File: src/rtl/uart_pkg.sv
// uart_pkg: shared FSM state type, legal parameter ranges and frame-length helper
// for the configurable UART transmitter.
package uart_pkg;
  typedef enum logic [2:0] {IDLE, START, DATA, PARITY, STOP, BREAK} state_e;
  localparam int DATA_W_MIN    = 5;
  localparam int DATA_W_MAX    = 9;
  localparam int STOP_BITS_MIN = 1;
  localparam int STOP_BITS_MAX = 2;
  function automatic int frame_clks(int data_w, int parity_en, int stop_bits, int clks_per_bit);
    return (1 + data_w + parity_en + stop_bits) * clks_per_bit;
  endfunction
endpackage

File: src/rtl/uart_baud_gen.sv
// uart_baud_gen: counts UART_clk cycles within one serial bit and pulses bit_tick
// on the last cycle; with CLKS_PER_BIT=1 the counter stays 0 and bit_tick follows enable.
module uart_baud_gen #(
  parameter int CLKS_PER_BIT = 1
) (
  input  logic UART_clk,
  input  logic rst_n,
  input  logic clear,
  input  logic enable,
  output logic bit_tick
);
  localparam int CW = (CLKS_PER_BIT > 1) ? $clog2(CLKS_PER_BIT) : 1;
  logic [CW-1:0] cnt_q;
  assign bit_tick = enable && (cnt_q == CW'(CLKS_PER_BIT - 1));
  always_ff @(posedge UART_clk or negedge rst_n)
    if (!rst_n) cnt_q <= '0;
    else if (clear || bit_tick) cnt_q <= '0;
    else if (enable) cnt_q <= cnt_q + 1'b1;
endmodule

File: src/rtl/uart_tx_cfg.sv
// uart_tx_cfg: parametrised UART transmitter with valid/ready input and gapless back-to-back frames.
// Defining UART_TX_BREAK_EN adds a tx_break input that holds the line low between frames.
module uart_tx_cfg
  import uart_pkg::*;
#(
  parameter int DATA_W       = 8,
  parameter int CLKS_PER_BIT = 1,
  parameter int PARITY_EN    = 1,
  parameter int ODD_nEVEN    = 1,
  parameter int STOP_BITS    = 1
) (
  input  logic              UART_clk,
  input  logic              rst_n,
`ifdef UART_TX_BREAK_EN
  input  logic              tx_break,
`endif
  input  logic              tx_valid,
  input  logic [DATA_W-1:0] data_in,
  output logic              tx_ready,
  output logic              tx,
  output logic              tx_busy,
  output logic              tx_done_tick
);
  localparam int BW = $clog2(DATA_W);
  state_e            state_q, state_d;
  logic [BW-1:0]     bit_cnt_q, bit_cnt_d;
  logic [DATA_W-1:0] shreg_q, shreg_d;
  logic              par_q, par_d, tx_q, tx_d;
  logic              bit_tick, in_frame, last_stop, accept;
  assign in_frame = state_q inside {START, DATA, PARITY, STOP};
  uart_baud_gen #(.CLKS_PER_BIT(CLKS_PER_BIT)) u_baud (
    .UART_clk(UART_clk),
    .rst_n(rst_n),
    .clear(!in_frame),
    .enable(in_frame),
    .bit_tick(bit_tick)
  );
  assign last_stop = (state_q == STOP) && bit_tick && (bit_cnt_q == BW'(STOP_BITS - 1));
  // A pending break blocks new words, including on the final stop-bit clock.
`ifdef UART_TX_BREAK_EN
  assign tx_ready = !tx_break && ((state_q == IDLE) || last_stop);
`else
  assign tx_ready = (state_q == IDLE) || last_stop;
`endif
  assign accept       = tx_valid && tx_ready;
  assign tx           = tx_q;
  assign tx_busy      = state_q != IDLE;
  assign tx_done_tick = last_stop;
  always_comb begin
    state_d   = state_q;
    bit_cnt_d = bit_cnt_q;
    shreg_d   = shreg_q;
    par_d     = par_q;
    if (accept) begin
      shreg_d = data_in;
      par_d   = (^data_in) ^ (ODD_nEVEN != 0);
    end
    case (state_q)
`ifdef UART_TX_BREAK_EN
      IDLE:  state_d = tx_break ? BREAK : accept ? START : IDLE;
      BREAK: state_d = tx_break ? BREAK : IDLE;
`else
      IDLE:  state_d = accept ? START : IDLE;
`endif
      START: if (bit_tick) begin
        state_d   = DATA;
        bit_cnt_d = '0;
      end
      DATA: if (bit_tick) begin
        shreg_d = shreg_q >> 1;
        if (bit_cnt_q == BW'(DATA_W - 1)) begin
          state_d   = (PARITY_EN != 0) ? PARITY : STOP;
          bit_cnt_d = '0;
        end else bit_cnt_d = bit_cnt_q + 1'b1;
      end
      PARITY: if (bit_tick) begin
        state_d   = STOP;
        bit_cnt_d = '0;
      end
      STOP: if (bit_tick) begin
        if (bit_cnt_q == BW'(STOP_BITS - 1)) state_d = accept ? START : IDLE;
        else bit_cnt_d = bit_cnt_q + 1'b1;
      end
      default: state_d = IDLE;
    endcase
    // tx is registered, so it is driven from the state being entered.
    tx_d = (state_d == START || state_d == BREAK) ? 1'b0 :
           (state_d == DATA)   ? shreg_d[0] :
           (state_d == PARITY) ? par_q : 1'b1;
  end
  always_ff @(posedge UART_clk or negedge rst_n)
    if (!rst_n) begin
      state_q   <= IDLE;
      bit_cnt_q <= '0;
      shreg_q   <= '0;
      par_q     <= 1'b0;
      tx_q      <= 1'b1;
    end else begin
      state_q   <= state_d;
      bit_cnt_q <= bit_cnt_d;
      shreg_q   <= shreg_d;
      par_q     <= par_d;
      tx_q      <= tx_d;
    end
endmodule

File: config.mk
export PLATFORM = sky130hd
export DESIGN_NAME = uart_tx_cfg
export DESIGN_NICKNAME = d
export VERILOG_FILES = /design/src/rtl/uart_pkg.sv /design/src/rtl/uart_baud_gen.sv /design/src/rtl/uart_tx_cfg.sv
export SDC_FILE = /design/constraint.sdc
export NUM_CORES = 1
export LEC_CHECK = 0
export BUFFER_PORTS_ARGS = -buffer_cell sky130_fd_sc_hd__buf_4
export CAP_MARGIN = 20
export CORE_ASPECT_RATIO = 1.4
export CORE_UTILIZATION = 45
export CTS_CLUSTER_DIAMETER = 120
export DETAILED_ROUTE_END_ITERATION = 10
export GPL_TIMING_DRIVEN = 1
export MAX_ROUTING_LAYER = met4
export PLACE_DENSITY = 0.65
export SLEW_MARGIN = 30
export SYNTH_ARGS = -nofsm -noshare
export SYNTH_HDL_FRONTEND = slang
export SYNTH_HIERARCHICAL = 1
export SYNTH_SLANG_ARGS = --single-unit
File: constraint.sdc
create_clock -name UART_clk -period 5 [get_ports UART_clk]
set_input_delay 1.25 -clock UART_clk [delete_from_list [all_inputs] [get_ports UART_clk]]
set_output_delay 1.25 -clock UART_clk [all_outputs]
set_load 0.02 [all_outputs]
==> results.py, run 1 <==
metrics = {
    "sta": {
        "fmax_mhz": 296,
        "tightest_slew_ns": 0.925,
        "finalSetupTns_ns": 0,
        "setup_violations": 0,
        "rsz0062_at_grt": "false",
        "setup_slack_ns": 1.62,
        "drv_slew": 0,
        "whs_ns": 0.487,
        "fin_worst_skew_ns": 0.00504,
        "slew_headroom_pct": 38.3,
        "final_hold_viol_count": 0,
        "fin_crit_ns": 3.38,
        "fin_crit_sh_pct": 67.6,
    },
    "routing": {
        "ant_nets": 0,
        "drtIter0Drc": 10,
        "wl_met1_um": 705,
        "highest_layer": "met4",
        "vias": 746,
        "wl_met3_um": 39,
        "wl_per_cell_um": 12.9,
        "drc_errors": 0,
        "wl_met2_um": 991,
        "avgViaCountPerCell": 5.45,
        "firstDrtPassIters": 4,
        "wl_um": 1770,
    },
    "power_and_ir_drop": {
        "p_seq_share_pct": 35.4,
        "switchingPower_uw": 321,
        "p_clk_share_pct": 9.3,
        "p_leak_nw": 0.518,
        "internal_power_uw": 442,
        "power_density_mw_per_mm2": 645,
        "vdd_drop_max_uv": 294,
        "swShare_pct": 42.1,
        "p_comb_share_pct": 55.3,
    },
    "clock_network": {
        "clk_pin_slew_worst_paths_ns": 0.09,
        "cts_tree": "done",
        "cts.path.max_buffers": 2,
        "cts_inserted_buffers": 3,
        "post-cts-setup-buffers": 0,
        "cts_hold_buf": 0,
        "post_cts_resized": 0,
        "clk_latency_ns": 0.29,
        "cts-root-buf": "clkbuf_4",
        "cts-htree-levels": 1,
        "cts.sinks": 17,
    },
    "setup_path": {
        "worstSetupEndpointType": "output port",
        "worst_path_max_delay_cell": "dfrtp_1",
        "path_buf_inv": 1,
        "reg2reg_setup_slack_ns": 1.96,
        "worstPathCellList": "nor2_1 > nand2_1 > and2_1 > and2b_2 > nand3b_2 > a21boi_0 > buf_4",
        "rr_endpoint": "tx$_DFF_PN1_",
        "cp_slowest_stage_delay_ns": 0.62,
        "required_ns": 3.75,
        "r2r_cells": 8,
        "crit_cells": 7,
        "cp_top_family": "simple AND/OR/NAND/NOR gates",
        "r2r-start": "state_q[0]$_DFF_PN0_",
        "path_class": "reg -> out",
        "worst_ep_arrival_time_ns": 2.13,
        "critPathMaxFanout": 14,
        "start_kind": "register",
    },
    "synthesis": {
        "ys_async_sr_fraction_pct": 100,
        "synth_ff_type": "dfrtp_1",
        "syn_avg_cell_area_um2": 10.2,
        "yosys.area.top_type": "dfrtp_1",
        "syn_inst": 102,
        "yosysWarnings": 6,
        "synth_edf_count": 0,
        "syn-num-nets": 116,
        "yosys.area.top_type_share_pct": 38.3,
        "synthTopCellsByArea": "dfrtp_1 38%, mux2i_1 8.6%, xnor2_1 5.9%",
        "synthesis.area_mm2": 0.00104,
        "synth_seq_area_share_pct": 40.8,
        "yosys.cell_types.count": 38,
        "yosys_register_bits": 17,
    },
    "global_route": {
        "grt_pass1_vias": 805,
        "gr-total-overflow": 0,
        "grt_use_total_pct": 18.0,
        "grt_pass1_wl_um": 3340,
        "grt_max_degree": 18,
        "antenna_found_initial": 0,
    },
    "placed_design": {
        "place.gp.congestion": 0.747,
        "pre_cts_ws_ns": 1.93,
        "io_buffers": 14,
        "dp_hpwl_um": 1380,
    },
    "layout": {
        "final.fill_count": 192,
        "diodes": 0,
        "drive_gt1_share_pct": 28.7,
        "layout-area-overhead-vs-synth_pct": 13.2,
        "layout.nets": 130,
    },
    "floorplanning": {
        "num_rows": 20,
        "io-pin-count": 15,
        "dieArea_mm2": 0.00252,
        "core-area_mm2": 0.00218,
        "initial_core_util_pct": 48.0,
        "die_w_um": 42.7,
        "die_h_um": 59.0,
    },
    "flow_run": {
        "cap_violations": 0,
    },
    "worst_hold_path": {
        "hold_path_end": "shreg_q[6]$_DFF_PN0_",
        "holdPathStages": 2,
        "hold_start": "shreg_q[7]$_DFF_PN0_",
        "hp-class": "reg -> reg",
    },
    "run_status": {
        "status": "complete, no violations",
    },
}
## power by group through the flow
stage / logic (mW) / registers, mW / clock network [mW]
detailed placement: 0.431 / 0.274 / 0
finish: 0.422 / 0.270 / 0.0710
CTS: 0.431 / 0.271 / 0.0741
global placement: 0.419 / 0.268 / 0
floorplan: 0.364 / 0.243 / 0
global route: 0.480 / 0.284 / 0.0802
## sequential cells by signal (all words and copies together) (netlist names)
register	cells
shreg_q	8
state_q	3
par_q	1
bit_cnt_q	3
tx	1
u_baud/cnt_q	1
## stage by stage
stage	power, mW	std cells	cell area (um2)	utilization [%]
floorplan	0.607	102	1040	-
global placement	0.687	133	1160	53.1
detailed placement	0.705	133	1160	53.1
CTS	0.776	137	1180	54.3
global route	0.844	137	1180	54.3
finish	0.763	137	1180	54.3
## worst register-to-register path, delay by kind of cell (launching register included)
family / cells / cell delay, ns
flops: 1 / 0.62
mux: 1 / 0.44
compound gates: 2 / 1.09
simple gates: 5 / 0.83
## Yosys cell counts, types with 4 or more instances
master   count
dfrtp_1     16
mux2i_1      9
inv_1        8
nand2_1      7
nor2_1       7
xnor2_1      7
a21oi_1      4
## final cells by class
| cell class | count | area [um2] | share of cell area, % |
|---|---|---|---|
| Multi-Input combinational cell | 71 | 559 | 47.3 |
| Sequential cell | 17 | 427 | 36.1 |
| Timing Repair Buffer | 15 | 113 | 9.52 |
| Inverter | 8 | 30.0 | 2.54 |
| Tap cell | 22 | 27.5 | 2.33 |
| Clock buffer | 4 | 26.3 | 2.22 |
## cell usage in the layout (no fill, tap or decap), drive strengths merged
master and instances:
nand3b 2, clkbuf 4, o221ai 1, nand4b 1, nor2 7, a21oi 4
inv 8, dfrtp 16, ha 3, and2b 1, nand2b 2, a21boi 1
and2 1, or2 1, xnor2 7, o21a 1, nor3b 1, and4b 1
mux2 3, o21ai 9, a21bo 1, buf 15, o211ai 1, mux2i 9
nor4bb 1, or3 1, dfstp 1, a211o 1, a31o 1, nor4 1
nand2 7, a2111oi 2
## how the worst max path moves through the flow
| stage | startpoint | to | slack, ns |
|---|---|---|---|
| 2_1_floorplan | state_q[0]$_DFF_PN0_ | tx_done_tick | 1.59 |
| 3_3_place_gp | state_q[0]$_DFF_PN0_ | tx$_DFF_PN1_ | 2.03 |
| 3_5_place_dp | state_q[0]$_DFF_PN0_ | tx_ready | 1.93 |
| 4_1_cts | state_q[0]$_DFF_PN0_ | tx_ready | 1.60 |
| 5_1_grt | state_q[0]$_DFF_PN0_ | tx_done_tick | 1.40 |
| 6_report | state_q[0]$_DFF_PN0_ | tx_ready | 1.62 |
## metal layers
metal	vias to the layer above	global-route usage (%)
met5	-	-
met4	0	8.04
met3	5	1.83
met2	13	32.3
met1	349	19.8
li1	379	-
## cell families after synthesis
group | count (synthesis) | synth area share [%]
compound gates | 22 | 16.4
xor+xnor | 7 | 5.87
fa+ha+maj | 3 | 3.59
buf+inv | 14 | 6.23
flops | 17 | 40.8
mux | 12 | 11.9
simple gates | 27 | 15.2
Power figures use the tool's default switching activity.
==> inputs of run 2 (changes only) <==
--- a/config.mk
+++ b/config.mk
@@ -5,6 +5,7 @@
 export SDC_FILE = /design/constraint.sdc
 export NUM_CORES = 1
 export LEC_CHECK = 0
+export ABC_AREA = 1
 export BUFFER_PORTS_ARGS = -buffer_cell sky130_fd_sc_hd__buf_4
 export CAP_MARGIN = 20
 export CORE_ASPECT_RATIO = 1.4
==> constraint.sdc (replaced) <==
create_clock -name UART_clk -period 3.36 [get_ports UART_clk]
set_input_delay 0.84 -clock UART_clk [delete_from_list [all_inputs] [get_ports UART_clk]]
set_output_delay 0.84 -clock UART_clk [all_outputs]
set_load 0.02 [all_outputs]
==> run 2 against run 1 <==
  * Die area shrank 3.9%
  * Critical path depth rose by 3
  * Worst hold slack worse by 0.093 ns
  * Cell area is 3.2% lower
  * Routed wire length grew 3.7%
  * Cell count grew 15%
  * Global-route usage is 0.48 points lower
  * Combinational power up 64%
==> results.py, run 2 <==
metrics = {
    "setup_path": {
        "rr_endpoint": "tx$_DFF_PN1_",
        "r2r-start": "state_q[1]$_DFF_PN0_",
        "required_ns": 2.52,
        "r2r_cells": 15,
        "worst_path_max_delay_cell": "dfrtp_1",
        "start_kind": "register",
        "worstPathCellList": "inv_2 > nand2_1 > nor2_2 > nor2_1 > nand2_2 > inv_2 > nor2_1 > nand3_2 > a21oi_4 > buf_4",
        "cp_slowest_stage_delay_ns": 0.44,
        "path_class": "reg -> out",
        "worst_ep_arrival_time_ns": 2.11,
        "reg2reg_setup_slack_ns": 1.06,
        "worstSetupEndpointType": "output port",
        "critPathMaxFanout": 5,
    },
    "synthesis": {
        "syn_avg_cell_area_um2": 8.28,
        "synth_edf_count": 0,
        "yosys.area.top_type_share_pct": 40.0,
        "yosysMostFrequentCell": "nand2_1",
        "synthTopCellsByArea": "dfrtp_1 40%, nand2_1 9.7%, inv_1 6.0%",
        "syn-num-nets": 135,
        "yosys.area.top_type": "dfrtp_1",
        "syn_inst": 121,
        "yosysWarnings": 6,
        "ys_async_sr_fraction_pct": 100,
        "synth_seq_area_share_pct": 42.6,
        "synth_ff_type": "dfrtp_1",
        "synthesis.area_mm2": 0.00100,
        "yosys_register_bits": 17,
        "yosys.cell_types.count": 26,
        "ys_top_cells_by_count": "26 x nand2_1, 16 x dfrtp_1, 16 x inv_1, 8 x nor2_1",
    },
    "floorplanning": {
        "dieArea_mm2": 0.00242,
        "die_h_um": 57.8,
        "initial_core_util_pct": 49.6,
        "core-area_mm2": 0.00202,
        "io-pin-count": 15,
        "die_w_um": 41.9,
        "num_rows": 19,
    },
    "sta": {
        "rsz0062_at_grt": "false",
        "fmax_mhz": 339,
        "tightest_slew_ns": 0.422,
        "slew_headroom_pct": 71.6,
        "finalSetupTns_ns": 0,
        "drv_slew": 0,
        "fin_crit_sh_pct": 87.7,
        "fin_crit_ns": 2.95,
        "setup_violations": 0,
        "final_hold_viol_count": 0,
        "fin_worst_skew_ns": 0.00235,
    },
    "clock_network": {
        "cts-root-buf": "clkbuf_4",
        "cts_hold_buf": 0,
        "clk_pin_slew_worst_paths_ns": 0.10,
        "cts_inserted_buffers": 3,
        "cts.sinks": 17,
        "cts_tree": "done",
        "cts.path.max_buffers": 2,
        "post-cts-setup-buffers": 0,
        "cts-htree-levels": 1,
        "post_cts_resized": 0,
        "clk_latency_ns": 0.28,
    },
    "power_and_ir_drop": {
        "p_leak_nw": 0.606,
        "vdd_drop_max_uv": 442,
        "power_density_mw_per_mm2": 1020,
    },
    "routing": {
        "drc_errors": 0,
        "firstDrtPassIters": 4,
        "wl_um": 1840,
        "avgViaCountPerCell": 5.13,
        "vias": 810,
        "wl_per_cell_um": 11.6,
        "drtIter0Drc": 13,
        "ant_nets": 0,
    },
    "layout": {
        "layout-area-overhead-vs-synth_pct": 14.2,
        "final.fill_count": 194,
        "drive_gt1_share_pct": 27.7,
        "largest_reg_flops": 8,
        "mostFrequentLayoutCell": "nand2_1",
        "multi_input_area_um2": 480,
        "final_cells": 158,
        "layout_common_cells": "26 x nand2_1, 16 x inv_1, 16 x dfrtp_1, 14 x buf_4, 8 x nor2_1",
        "diodes": 0,
        "layout.nets": 152,
        "reg_top3": "shreg_q (8), bit_cnt_q (3), state_q (3)",
        "register_area_um2": 427,
        "regMostFlops": "shreg_q",
    },
    "run_status": {
        "status": "complete, no violations",
    },
    "placed_design": {
        "io_buffers": 14,
        "dp.cells": 154,
        "place.gp.congestion": 0.837,
        "dp_hpwl_um": 1440,
    },
    "global_route": {
        "grt_use_total_pct": 17.5,
        "grt_max_degree": 18,
        "gr-total-overflow": 0,
        "antenna_found_initial": 0,
        "grt_pass1_wl_um": 3190,
        "grt_pass1_vias": 786,
    },
    "worst_hold_path": {
        "hp-class": "in -> async",
    },
    "flow_run": {
        "cap_violations": 0,
    },
}
## run 2: cell types whose count changed after synthesis, sizes merged, moves of 3 or more
cell / delta
nor2: +5
mux2: -3
nand3: +7
inv: +13
clkbuf: -3
nand2: +22
mux2i: -9
## run 2: worst max path at each step
stage | slack (ns) | end | depth (start not counted) | start
2_1_floorplan | 0.94 | tx_done_tick | 9 | state_q[1]$_DFF_PN0_
3_3_place_gp | 0.81 | tx_ready | 10 | state_q[1]$_DFF_PN0_
3_5_place_dp | 0.73 | tx_ready | 10 | state_q[1]$_DFF_PN0_
4_1_cts | 0.39 | tx_ready | 10 | state_q[1]$_DFF_PN0_
5_1_grt | 0.25 | tx_ready | 10 | state_q[1]$_DFF_PN0_
6_report | 0.41 | tx_ready | 10 | state_q[1]$_DFF_PN0_
## run 2: report_power, final
part | switching, mW | total (mW) | internal (mW)
Combinational | 0.441 | 0.690 | 0.250
Clock | 0.0644 | 0.109 | 0.0442
Sequential | 0.0597 | 0.371 | 0.312
Total | 0.565 | 1.17 | 0.605
## run 2: per-stage QoR
step | hold slack (ns) | utilization (%) | total power, mW | setup slack, ns | area [um2]
6_report | 0.394 | 56.7 | 1.17 | 0.413 | 1140
5_1_grt | 0.398 | 56.7 | 1.27 | 0.248 | 1140
4_1_cts | 0.396 | 56.7 | 1.18 | 0.391 | 1140
3_5_place_dp | 0.468 | 55.3 | 1.07 | 0.725 | 1120
3_3_place_gp | 0.464 | 55.3 | 1.05 | 0.812 | 1120
2_1_floorplan | 0.449 | - | 0.917 | 0.938 | 1000
## run 2: metal layers
metal  vias to the layer above  global-route usage, %  part of all wire, %
met5                         -                      -                    0
met4                         0                   9.68                  2.4
met3                         6                   1.87                  3.4
met2                        20                   29.2                   49
met1                       367                   20.4                   45
li1                        417                      -                    -
## run 2: critical path, delay by kind of cell, from the launching register on
kind            cells  cell delay, ns
buf+inv             3            0.30
compound gates      1            0.20
simple gates        6            0.88
flops               1            0.44
## run 2: cell families (layout without fill, tap and decap cells)
| logic type | count (synthesis) | count (layout) | synth area share (%) |
|---|---|---|---|
| AO/OA/AOI/OAI | 20 | 20 | 14.2 |
| flip-flops | 17 | 17 | 42.6 |
| AND/OR/NAND/NOR | 51 | 51 | 23.8 |
| adder cells (fa/ha/maj) | 3 | 3 | 3.75 |
| buffers and inverters | 23 | 39 | 9.49 |
| XOR/XNOR | 7 | 7 | 6.12 |
## run 2: final cells by class
cell class                      instances  area share, %
Clock buffer                            3           1.97
Inverter                               21           6.89
Clock inverter                          1          0.437
Sequential cell                        17           37.3
Tap cell                               21           2.30
Timing Repair Buffer                   14           9.18
Multi-Input combinational cell         81           42.0
==> inputs of run 3 (changes only) <==
--- a/config.mk
+++ b/config.mk
@@ -6,6 +6,7 @@
 export NUM_CORES = 1
 export LEC_CHECK = 0
 export ABC_AREA = 1
+export ABC_CLOCK_PERIOD_IN_PS = 3360
 export BUFFER_PORTS_ARGS = -buffer_cell sky130_fd_sc_hd__buf_4
 export CAP_MARGIN = 20
 export CORE_ASPECT_RATIO = 1.4
@@ -15,8 +16,8 @@
 export GPL_TIMING_DRIVEN = 1
 export MAX_ROUTING_LAYER = met4
 export PLACE_DENSITY = 0.65
+export REMOVE_ABC_BUFFERS = 1
 export SLEW_MARGIN = 30
 export SYNTH_ARGS = -nofsm -noshare
 export SYNTH_HDL_FRONTEND = slang
-export SYNTH_HIERARCHICAL = 1
 export SYNTH_SLANG_ARGS = --single-unit
==> run 3 against run 2 <==
  * Clock skew increased by 0.0071 ns
  * Cell area decreased by 0.44%
  * Register-to-register slack better by 0.65 ns
  * Routed wire length increased by 0.44%
  * Synthesized area is 1.0% lower
  * Clock power barely moved
  * Sequential power shrank 2%
  * Fmax is 30% higher
  * Sequential share of layout area grew 0.16 points
  * Setup slack better by 0.68 ns
  * Utilization decreased by 0.25 points
  * Sequential cell count stayed put
  * Largest power group unchanged
  * Highest routed layer unchanged
==> results.py, run 3 <==
metrics = {
    "routing": {
        "wl_per_cell_um": 11.7,
        "ant_nets": 0,
        "drtIter0Drc": 22,
        "firstDrtPassIters": 4,
        "drc_errors": 0,
        "avgViaCountPerCell": 5.27,
        "wl_um": 1840,
        "vias": 833,
    },
    "synthesis": {
        "syn_avg_cell_area_um2": 8.27,
        "ys_top_cells_by_count": "22 x inv_1, 18 x nand2_1, 16 x dfrtp_1, 11 x o21ai_0, 9 x nor2_1",
        "ys_async_sr_fraction_pct": 100,
        "yosys_register_bits": 17,
        "yosys.cell_types.count": 27,
        "synth_edf_count": 0,
        "synth_ff_type": "dfrtp_1",
        "yosys.area.top_type_share_pct": 40.4,
        "synthTopCellsByArea": "dfrtp_1 40%, inv_1 8.3%, nand2_1 6.8%",
        "synth_seq_area_share_pct": 43.0,
        "yosys.area.top_type": "dfrtp_1",
        "synthesis.area_um2": 992,
        "yosysWarnings": 0,
        "yosysMostFrequentCell": "inv_1",
        "syn_inst": 120,
    },
    "sta": {
        "final_hold_viol_count": 0,
        "rsz0062_at_grt": "false",
        "finalSetupTns_ns": 0,
        "fin_worst_skew_ns": 0.00944,
        "fin_crit_sh_pct": 67.6,
        "drv_slew": 0,
        "setup_slack_ns": 1.09,
        "fmax_mhz": 440,
        "fin_crit_ns": 2.27,
        "whs_ns": 0.384,
        "setup_violations": 0,
    },
    "layout": {
        "largest_reg_flops": 8,
        "final_cells": 158,
        "diodes": 0,
        "layout_common_cells": "22 x inv_1, 18 x nand2_1, 16 x dfrtp_1, 14 x buf_4, 11 x o21ai_0",
        "mostFrequentLayoutCell": "inv_1",
        "reg_top3": "shreg_q (8), bit_cnt_q (3), state_q (3)",
        "final_util_pct": 56.4,
        "layout-area-overhead-vs-synth_pct": 14.9,
        "final.fill_count": 189,
        "drive_gt1_share_pct": 21.9,
        "layout.nets": 152,
        "regMostFlops": "shreg_q",
    },
    "power_and_ir_drop": {
        "vdd_drop_max_uv": 414,
        "power_density_mw_per_mm2": 858,
        "p_leak_nw": 0.593,
    },
    "clock_network": {
        "cts.sinks": 17,
        "post_cts_resized": 0,
        "cts_hold_buf": 0,
        "cts_tree": "done",
        "cts_inserted_buffers": 3,
        "cts.path.max_buffers": 2,
        "clk_latency_ns": 0.29,
        "post-cts-setup-buffers": 0,
        "cts-htree-levels": 1,
        "cts-root-buf": "clkbuf_4",
        "clk_pin_slew_worst_paths_ns": 0.10,
    },
    "floorplanning": {
        "core-area_mm2": 0.00202,
        "io-pin-count": 15,
        "die_w_um": 41.7,
        "dieArea_mm2": 0.00240,
        "initial_core_util_pct": 49.1,
        "die_h_um": 57.6,
        "num_rows": 19,
    },
    "global_route": {
        "grt_pass1_vias": 809,
        "grt_pass1_wl_um": 3330,
        "antenna_found_initial": 0,
        "grt_max_degree": 18,
        "gr-total-overflow": 0,
        "grt_use_total_pct": 18.8,
    },
    "placed_design": {
        "io_buffers": 14,
        "place.gp.congestion": 0.878,
        "dp_hpwl_um": 1470,
        "dp.cells": 154,
        "pre_cts_ws_ns": 1.40,
    },
    "setup_path": {
        "path_class": "reg -> out",
        "rr_endpoint": "shreg_q[1]$_DFF_PN0_",
        "required_ns": 2.52,
        "reg2reg_setup_slack_ns": 1.71,
        "critPathMaxFanout": 3,
        "worst_ep_arrival_time_ns": 1.43,
        "r2r_cells": 8,
        "start_kind": "register",
        "r2r-start": "bit_cnt_q[0]$_DFFE_PN0P_",
        "worstSetupEndpointType": "output port",
    },
    "flow_run": {
        "cap_violations": 0,
    },
    "worst_hold_path": {
        "hp-class": "in -> async",
    },
    "run_status": {
        "status": "complete, no violations",
    },
}
==> run 3: changes by cell type in the layout (fill, tap and decap cells not counted), moves of 3 or more <==
cell / change
inv_1: +6
inv_2: -4
nand2_1: -8
a21oi_1: +3
o211ai_2: -3
nor2_2: -4
o21ai_0: +6
==> run 3: report_power, final <==
| part | leakage (nW) | internal (mW) | total (mW) | switching, mW |
|---|---|---|---|---|
| logic | 0.370 | 0.193 | 0.507 | 0.315 |
| registers | 0.206 | 0.305 | 0.362 | 0.0567 |
| clock network | 0.0177 | 0.0442 | 0.109 | 0.0646 |
==> run 3: critical path: stages, from the launching register on <==
cell and delay, ns:
dfrtp_1 0.39, inv_1 0.09, ha_1 0.19, nand3_2 0.13, a21oi_4 0.18, buf_4 0.16
==> run 3: area by class of cell <==
class | instances | area, um2 | area share [%]
sequential | 17 | 427 | 37.4
timing repair buffer | 14 | 105 | 9.22
inverter | 23 | 86.3 | 7.57
clock inverter | 1 | 5.00 | 0.439
clock buffer | 3 | 22.5 | 1.98
multi-input combinational | 79 | 468 | 41.1
tap | 21 | 26.3 | 2.31
==> run 3: how the worst max path moves through the flow <==
stage	from	end	slack, ns	depth (start not counted)
3_3_place_gp	bit_cnt_q[0]$_DFFE_PN0P_	tx_ready	1.44	5
4_1_cts	bit_cnt_q[0]$_DFFE_PN0P_	tx_ready	1.06	5
3_5_place_dp	bit_cnt_q[0]$_DFFE_PN0P_	tx_ready	1.40	5
5_1_grt	bit_cnt_q[0]$_DFFE_PN0P_	tx_ready	0.99	5
6_report	bit_cnt_q[0]$_DFFE_PN0P_	tx_ready	1.09	5
2_1_floorplan	bit_cnt_q[0]$_DFFE_PN0P_	tx_done_tick	1.54	6
==> run 3: kinds of logic after synthesis <==
logic type / after synthesis / synth area share, %
other: 1 / 0.378
DFF: 17 / 43.0
AOI/OAI and AO/OA: 25 / 16.4
xor gates and xnor gates: 7 / 6.18
buffers and inverters: 24 / 9.84
and+or+nand+nor: 43 / 20.4
adders and majority gates: 3 / 3.78
==> run 3: per-layer routing <==
metal	GRT usage, %	vias to the layer above	share of wire, %
met1	21.7	393	42
met3	1.90	4	2.9
met5	-	-	0
li1	-	417	-
met4	12.0	0	1.5
met2	31.0	19	54
==> run 3: stage by stage <==
step / area [um2] / power [mW]
2_1_floorplan: 981 / 0.739
3_3_place_gp: 1110 / 0.857
3_5_place_dp: 1110 / 0.874
4_1_cts: 1140 / 0.988
5_1_grt: 1140 / 1.08
6_report: 1140 / 0.978
